$ cat src/rtl/fir_pkg.sv
// -----------------------------------------------------------------------------
// fir_pkg
// Shared definitions for the FIR tap sequencer slice:
//   - default widths/depths (DEF_*), used as parameter defaults by the modules
//   - sequencer state encoding
//   - rounding-constant helper for the round-half-up output stage
// -----------------------------------------------------------------------------
package fir_pkg;

  localparam int DEF_TAPS  = 66;  // history entries / coefficients
  localparam int DEF_DW    = 32;  // sample and output width (signed)
  localparam int DEF_CW    = 16;  // coefficient width (signed Q1.15)
  localparam int DEF_AW    = 7;   // history / coefficient address width
  localparam int DEF_ACC_W = 56;  // accumulator width, >= DW+CW+AW
  localparam int DEF_SHIFT = 15;  // output right-shift

  typedef enum logic [2:0] {
    ST_IDLE   = 3'd0,
    ST_PUSH   = 3'd1,
    ST_SETTLE = 3'd2,
    ST_MAC    = 3'd3,
    ST_DRAIN  = 3'd4,
    ST_OUT    = 3'd5
  } fir_state_e;

  // Half an output LSB, added before the arithmetic shift so that the
  // shift rounds half up instead of flooring.
  function automatic logic [63:0] round_k(input int shift);
    return 64'd1 << (shift - 1);
  endfunction

  // Rounding constant for the default configuration.
  localparam logic [63:0] DEF_ROUND_K = 64'd1 << (DEF_SHIFT - 1);

endpackage

$ cat src/rtl/fir_mac.sv
// -----------------------------------------------------------------------------
// fir_mac
// Signed multiply-accumulate with synchronous clear and enable, followed by
// the round / shift / (optional) saturate stage that produces the filter
// output word.
//
// y_next is derived from the accumulator's *next* value so that the owner
// can register the final result in the same cycle the last product lands.
//
// Build option: FIR_SAT_EN - when defined the shifted result saturates to the
// signed DW range; otherwise the low DW bits are kept (two's-complement wrap).
//
// Ports:
//   clk, rst_n  clock, asynchronous active-low reset
//   clr         clear accumulator (has priority over en)
//   en          accumulate a*b this cycle
//   a           signed DW-bit history word
//   b           signed CW-bit coefficient
//   y_next      rounded/shifted result of the next accumulator value
// -----------------------------------------------------------------------------
module fir_mac
  import fir_pkg::*;
#(
  parameter int DW    = DEF_DW,
  parameter int CW    = DEF_CW,
  parameter int ACC_W = DEF_ACC_W,
  parameter int SHIFT = DEF_SHIFT
) (
  input  logic          clk,
  input  logic          rst_n,
  input  logic          clr,
  input  logic          en,
  input  logic [DW-1:0] a,
  input  logic [CW-1:0] b,
  output logic [DW-1:0] y_next
);

  localparam int PW = DW + CW;
  localparam logic signed [ACC_W-1:0] RND_K = ACC_W'(round_k(SHIFT));

  logic signed [PW-1:0]    prod_s;
  logic signed [ACC_W-1:0] prod_ext_s;
  logic signed [ACC_W-1:0] acc_q;
  logic signed [ACC_W-1:0] acc_d;
  logic signed [ACC_W-1:0] sum_s;
  logic signed [ACC_W-1:0] shifted_s;

  // Full-precision signed product, sign-extended to the accumulator width.
  always_comb begin
    prod_s     = $signed(a) * $signed(b);
    prod_ext_s = {{(ACC_W-PW){prod_s[PW-1]}}, prod_s};
  end

  // Next accumulator value: clear wins over accumulate.
  always_comb begin
    acc_d = acc_q;
    if (clr) begin
      acc_d = '0;
    end else if (en) begin
      acc_d = acc_q + prod_ext_s;
    end else begin
      acc_d = acc_q;
    end
  end

  // Accumulator register.
  always_ff @(posedge clk or negedge rst_n) begin
    if (!rst_n) begin
      acc_q <= '0;
    end else begin
      acc_q <= acc_d;
    end
  end

`ifdef FIR_SAT_EN
  logic [ACC_W-DW:0] upper_s;

  // Round half up, shift, then clamp to the signed DW range. The value fits
  // when every bit from the DW-1 sign position upward agrees.
  always_comb begin
    sum_s     = acc_d + RND_K;
    shifted_s = sum_s >>> SHIFT;
    upper_s   = shifted_s[ACC_W-1:DW-1];
    if ((&upper_s) || !(|upper_s)) begin
      y_next = shifted_s[DW-1:0];
    end else if (shifted_s[ACC_W-1]) begin
      y_next = {1'b1, {(DW-1){1'b0}}};
    end else begin
      y_next = {1'b0, {(DW-1){1'b1}}};
    end
  end
`else
  logic unused_hi_s;

  // Round half up, shift, then wrap to the low DW bits.
  always_comb begin
    sum_s       = acc_d + RND_K;
    shifted_s   = sum_s >>> SHIFT;
    y_next      = shifted_s[DW-1:0];
    unused_hi_s = ^shifted_s[ACC_W-1:DW];
  end
`endif

endmodule

$ cat src/rtl/fir_tap_sequencer.sv
// -----------------------------------------------------------------------------
// fir_tap_sequencer
// Sequences one FIR evaluation per accepted sample: pushes the sample into an
// external TAPS-deep history buffer, walks every tap address against an
// external coefficient ROM (both 1-cycle read latency), multiply-accumulates
// through fir_mac and emits one rounded, scaled result.
//
// Build option: FIR_SAT_EN (see fir_mac) - saturating instead of wrapping
// output.
//
// Ports:
//   clk, rst_n    clock, asynchronous active-low reset
//   sample_valid  one-cycle strobe, sample_in valid
//   sample_in     new signed sample (DW)
//   hist_en       history shift enable, one-cycle high pulse per push
//   hist_din      sample pushed into the history buffer
//   hist_addr     history read address
//   hist_dout     history read data (1-cycle latency)
//   coef_addr     coefficient ROM address, always equal to hist_addr
//   coef_data     coefficient data (1-cycle latency)
//   y_out         filter result, held until the next result
//   y_valid       one-cycle pulse when y_out updates
//   busy          high in every state except IDLE
//   overrun       high in the same cycle a sample is dropped while busy
//
// Timing with sample_valid accepted in cycle 0: hist_en in cycle 1, address 0
// in cycles 2..3 (SETTLE, first MAC), address TAPS-1 in cycle TAPS+2,
// y_valid in cycle TAPS+4, next sample accepted from cycle TAPS+5.
// -----------------------------------------------------------------------------
module fir_tap_sequencer
  import fir_pkg::*;
#(
  parameter int TAPS  = DEF_TAPS,
  parameter int DW    = DEF_DW,
  parameter int CW    = DEF_CW,
  parameter int AW    = DEF_AW,
  parameter int ACC_W = DEF_ACC_W,
  parameter int SHIFT = DEF_SHIFT
) (
  input  logic          clk,
  input  logic          rst_n,
  input  logic          sample_valid,
  input  logic [DW-1:0] sample_in,
  output logic          hist_en,
  output logic [DW-1:0] hist_din,
  output logic [AW-1:0] hist_addr,
  input  logic [DW-1:0] hist_dout,
  output logic [AW-1:0] coef_addr,
  input  logic [CW-1:0] coef_data,
  output logic [DW-1:0] y_out,
  output logic          y_valid,
  output logic          busy,
  output logic          overrun
);

  localparam logic [AW-1:0] LAST_ADDR = AW'(TAPS - 1);

  fir_state_e    state_q,   state_d;
  logic          hist_en_q, hist_en_d;
  logic [DW-1:0] hist_din_q, hist_din_d;
  logic [AW-1:0] addr_q,    addr_d;
  logic [DW-1:0] y_out_q,   y_out_d;
  logic          y_valid_q, y_valid_d;
  logic          busy_q,    busy_d;

  logic          mac_clr_s;
  logic          mac_en_s;
  logic [DW-1:0] y_next_s;

  // MAC control. Read data trails the address by one cycle, so the first MAC
  // cycle (address 0 just issued) has nothing to accumulate; DRAIN picks up
  // the product for the last address.
  always_comb begin
    mac_clr_s = (state_q == ST_SETTLE);
    mac_en_s  = ((state_q == ST_MAC) && (addr_q != '0)) ||
                (state_q == ST_DRAIN);
  end

  fir_mac #(
    .DW    (DW),
    .CW    (CW),
    .ACC_W (ACC_W),
    .SHIFT (SHIFT)
  ) u_mac (
    .clk    (clk),
    .rst_n  (rst_n),
    .clr    (mac_clr_s),
    .en     (mac_en_s),
    .a      (hist_dout),
    .b      (coef_data),
    .y_next (y_next_s)
  );

  // Next-state and next-output logic for the sequencer.
  always_comb begin
    state_d    = state_q;
    hist_en_d  = 1'b0;
    hist_din_d = hist_din_q;
    addr_d     = addr_q;
    y_out_d    = y_out_q;
    y_valid_d  = 1'b0;

    case (state_q)
      ST_IDLE: begin
        if (sample_valid) begin
          hist_din_d = sample_in;
          hist_en_d  = 1'b1;
          state_d    = ST_PUSH;
        end else begin
          state_d    = ST_IDLE;
        end
      end
      ST_PUSH: begin
        // Address 0 is presented during SETTLE and the first MAC cycle.
        addr_d  = '0;
        state_d = ST_SETTLE;
      end
      ST_SETTLE: begin
        state_d = ST_MAC;
      end
      ST_MAC: begin
        if (addr_q == LAST_ADDR) begin
          state_d = ST_DRAIN;
        end else begin
          addr_d  = addr_q + AW'(1);
        end
      end
      ST_DRAIN: begin
        // y_next_s already includes the final product accumulated this cycle.
        y_out_d   = y_next_s;
        y_valid_d = 1'b1;
        state_d   = ST_OUT;
      end
      ST_OUT: begin
        state_d = ST_IDLE;
      end
      default: begin
        state_d = ST_IDLE;
      end
    endcase

    busy_d = (state_d != ST_IDLE);
  end

  // Sequencer state and registered outputs.
  always_ff @(posedge clk or negedge rst_n) begin
    if (!rst_n) begin
      state_q    <= ST_IDLE;
      hist_en_q  <= 1'b0;
      hist_din_q <= '0;
      addr_q     <= '0;
      y_out_q    <= '0;
      y_valid_q  <= 1'b0;
      busy_q     <= 1'b0;
    end else begin
      state_q    <= state_d;
      hist_en_q  <= hist_en_d;
      hist_din_q <= hist_din_d;
      addr_q     <= addr_d;
      y_out_q    <= y_out_d;
      y_valid_q  <= y_valid_d;
      busy_q     <= busy_d;
    end
  end

  assign hist_en   = hist_en_q;
  assign hist_din  = hist_din_q;
  assign hist_addr = addr_q;
  assign coef_addr = addr_q;
  assign y_out     = y_out_q;
  assign y_valid   = y_valid_q;
  assign busy      = busy_q;
  // The drop must be flagged in the cycle the strobe arrives, so this is the
  // one output decoded combinationally from the input and registered busy.
  assign overrun   = sample_valid & busy_q;

endmodule

$ cat config.mk
export PLATFORM = sky130hd
export DESIGN_NAME = fir_tap_sequencer
export DESIGN_NICKNAME = d
export VERILOG_FILES = /design/src/rtl/fir_pkg.sv /design/src/rtl/fir_mac.sv /design/src/rtl/fir_tap_sequencer.sv
export SDC_FILE = /design/constraint.sdc
export NUM_CORES = 2
export LEC_CHECK = 0
export BUFFER_PORTS_ARGS = -buffer_cell sky130_fd_sc_hd__buf_4
export CORE_MARGIN = 4
export CORE_UTILIZATION = 30
export CTS_BUF_LIST = sky130_fd_sc_hd__clkbuf_4 sky130_fd_sc_hd__clkbuf_8
export DETAILED_ROUTE_END_ITERATION = 7
export GPL_TIMING_DRIVEN = 1
export PLACE_DENSITY = 0.42
export SYNTH_ARGS = -nofsm -noshare
export SYNTH_HDL_FRONTEND = slang
export SYNTH_HIERARCHICAL = 1
export SYNTH_SLANG_ARGS = --single-unit
$ cat constraint.sdc
create_clock -name clk -period 8.3 [get_ports clk]
set_input_delay 0.415 -clock clk [delete_from_list [all_inputs] [get_ports clk]]
set_output_delay 0.415 -clock clk [all_outputs]
set_load 0.01 [all_outputs]
==> flow_summary.toml <==
[routing]
drt-pass1-iter-count = 5
wl_per_cell_um = 18.48
routed_wirelength_um = 70650
routed_via_density = 4.643
vias = 17760
drtAntennaViolNets = 0
first_iter_violations = 930
drc = 0

[floorplan]
die_y_um = 296.9
coreArea_um2 = 82370
start_util_pct = 30.40
io_pins = 165
die_x_um = 296.9
fp.dieArea_um2 = 88170
rows = 105

[sta]
final-setup-viol-count = 0
rsz0062_at_grt = "false"
clock_skew_ps = 21.78
hold_viol = 0
worstMarginPinSlew_ps = 801.2
fin_crit_ps = 7720
relSlewSlack_pct = 45.89
finalCritPeriodShare_pct = 93.01
final-max-slew-violation-count = 0
fmax_mhz = 129.5
tns_ps = 0

[place]
place.gp.congestion = 0.8557
hpwl_um = 59190
port-buffer-count = 164

[synth]
syn_avg_cell_area_um2 = 9.376
ys_warn_count = 6
synthesis.nets = 3410
synth_edf_count = 0
ys_seq_area_share_pct = 12.39
synth_cells = 2671
synthDistinctLibCells = 89
synth_flop_cell = "dfrtp_1"
ys_ff_latch = 124
async_reset_ff_share_pct = 100.0
synth.cell_area_um2 = 25040

[setup_path]
worstRegToRegCells = 22
rrSetupSlack_ps = 1730
arrival_ps = 8070
crit_path_start_kind = "input port"
crit_start = "coef_data[1]"
critical_path_class = "input port to register"
crit_path_end_kind = "register"
endpoint = "y_out[31]$_DFFE_PN0P_"
path_max_fanout = 32
required_ps = 8650
r2r-start = "u_mac/acc_q[15]$_DFF_PN0_"
worstReg2RegEnd = "y_out[31]$_DFFE_PN0P_"

[clock_network]
post_cts_buffers = 0
cts_tree = "done"
clockRootBuffer = "clkbuf_8"
cts_buffers = 17
htreeDepth = 4
cts.sinks = 124
clk_pin_slew_worst_paths_ps = 80
cts_buffer_depth = 2
worstSkewPairLatency_ps = 460

[layout]
area_delta_synth_final_pct = 10.26
nets = 3477
n_fill_cell = 8488
drive_above_1_share_pct = 11.67

[global_routing]
antenna_found_initial = 2
grt_overflow = 0
grtUsageTotal_pct = 16.55
grt_pass1_wl_um = 117100
grt_max_degree = 65
grt_pass1_vias = 20150

[run_status]
status = "complete, no violations"

[run]
drv_cap = 0

[hold_path]
hold_path_class = "input port to register"
## routing by layer
| layer | wire length [um] | vias up | GRT usage [%] |
|---|---|---|---|
| met2 | 31000 | 378 | 25.60 |
| met4 | 701 | 0 | 2.527 |
| met1 | 35530 | 9160 | 24.75 |
| met5 | 0 | - | 0 |
| met3 | 3423 | 39 | 2.907 |
| li1 | - | 8178 | - |
## stage by stage
stage	worst slack (ps)	instances	hold WS [ps]	util, %	area, um2
after floorplan	1190	2671	119.4	-	25040
after global placement	53.72	3788	454.5	33.01	27190
after detailed placement	104.0	3788	454.9	33.01	27190
after CTS	568.5	3821	122.8	33.51	27610
after global routing	193.0	3822	136.8	33.52	27610
final	580.5	3824	179.6	33.52	27610
## cell type report
| type | instances | area [um2] | area share [%] |
|---|---|---|---|
| Tap cell | 1070 | 1339 | 4.848 |
| Antenna cell | 3 | 7.507 | 0.02719 |
| Multi-Input combinational cell | 1800 | 19080 | 69.10 |
| Clock buffer | 18 | 247.7 | 0.8971 |
| Sequential cell | 124 | 3103 | 11.24 |
| Inverter | 612 | 2297 | 8.319 |
| Timing Repair Buffer | 183 | 1380 | 4.998 |
| Clock inverter | 14 | 158.9 | 0.5754 |
## what timing repair did
item                      4_1_cts  5_1_grt
resized for setup               0        0
hold buffers                    1        0
hold endpoints to repair       63        0
## synthesized netlist by cell type, drive strengths merged (3+ instances only)
library cell / n / area, um2
a211o: 5 / 43.79
a211oi: 11 / 92.58
a21o: 15 / 112.6
a21oi: 64 / 342.8
a22o: 4 / 35.03
a22oi: 4 / 30.03
a31oi: 11 / 75.07
a32oi: 4 / 35.03
and2: 209 / 1308
and3: 6 / 37.54
and4: 3 / 27.53
buf: 33 / 201.5
clkbuf: 102 / 382.9
dfrtp: 124 / 3103
fa: 525 / 10510
ha: 131 / 1639
inv: 610 / 2290
mux2: 65 / 732.0
mux2i: 20 / 200.2
nand2: 346 / 1301
nand2b: 18 / 112.6
nand3: 29 / 150.1
nand3b: 5 / 37.54
nand4: 21 / 146.4
nor2: 76 / 292.8
nor2b: 5 / 31.28
nor3: 18 / 110.1
nor3b: 7 / 57.55
nor4: 4 / 46.29
o2111ai: 3 / 26.28
o211a: 4 / 40.04
o211ai: 10 / 80.07
o21a: 7 / 52.55
o21ai: 39 / 202.7
o21bai: 8 / 60.06
o221ai: 3 / 32.53
o31a: 3 / 26.28
o31ai: 4 / 30.03
or2: 7 / 46.30
or3: 9 / 56.30
or4: 4 / 30.03
xnor2: 46 / 402.9
xor2: 18 / 157.7
## registers in the layout, indices dropped and copies added (netlist names)
register     flops
state_q          3
y_valid          1
busy             1
y_out           32
u_mac/acc_q     47
hist_din        32
coef_addr        7
hist_en          1
## worst min-delay path by stage
stage                  startpoint                       end  cells after the start
floorplan                   rst_n            busy$_DFF_PN0_                      0
global placement            rst_n  hist_din[16]$_DFFE_PN0P_                      1
detailed placement          rst_n  hist_din[22]$_DFFE_PN0P_                      1
CTS                 sample_in[11]  hist_din[11]$_DFFE_PN0P_                      2
global route        sample_in[21]  hist_din[21]$_DFFE_PN0P_                      2
finish              sample_in[11]  hist_din[11]$_DFFE_PN0P_                      2
## cells in the final DEF, fill, tap and decap left out, types with 7 or more instances in the layout
master	netlist	layout
o21bai_1	8	8
a211oi_1	9	9
and2_1	209	209
nor2_1	75	74
o21a_1	7	7
mux2_2	64	64
o21ai_0	29	28
ha_1	131	131
nand2_1	345	345
mux2i_1	20	20
buf_4	16	181
o211ai_1	9	9
a21oi_1	60	60
o21ai_1	8	8
xnor2_1	46	46
inv_1	610	610
nand3_1	28	28
nor3_1	14	14
a21o_1	15	15
dfrtp_1	124	124
xor2_1	18	18
a31oi_1	10	10
or3_1	9	9
fa_1	525	525
clkbuf_8	0	18
nand2b_1	18	18
nand4_1	20	20
## cell families (layout without fill, tap and decap cells)
family,count (synthesis),count (layout),synth area share (%)
and+or+nand+nor,773,773,15.44
buffers and inverters,747,827,11.51
adders and majority gates,656,656,48.51
AOI/OAI and AO/OA,222,222,6.190
DFF,124,124,12.39
muxes,85,85,3.722
xor gates and xnor gates,64,64,2.238
other,0,3,0
## worst max-delay path, cell delays in order
cell      delay (ps)
buf_4            330
nand2_1          220
inv_1            130
fa_1             480
fa_1             870
inv_1            150
fa_1             500
inv_1             50
fa_1             510
fa_1             510
inv_1             50
fa_1             480
inv_1             50
ha_1             350
nand2_1           90
o21ai_1           70
o41ai_1          660
nand3_1          170
a21oi_1          470
nor2_1           100
o211ai_1         400
nand3_1          220
nor3_2           200
nand3_1          120
xnor2_1          150
mux2_2           260
Power is not shown: default switching activity piles up to over one toggle a cycle in this logic, so the estimate is an artifact.
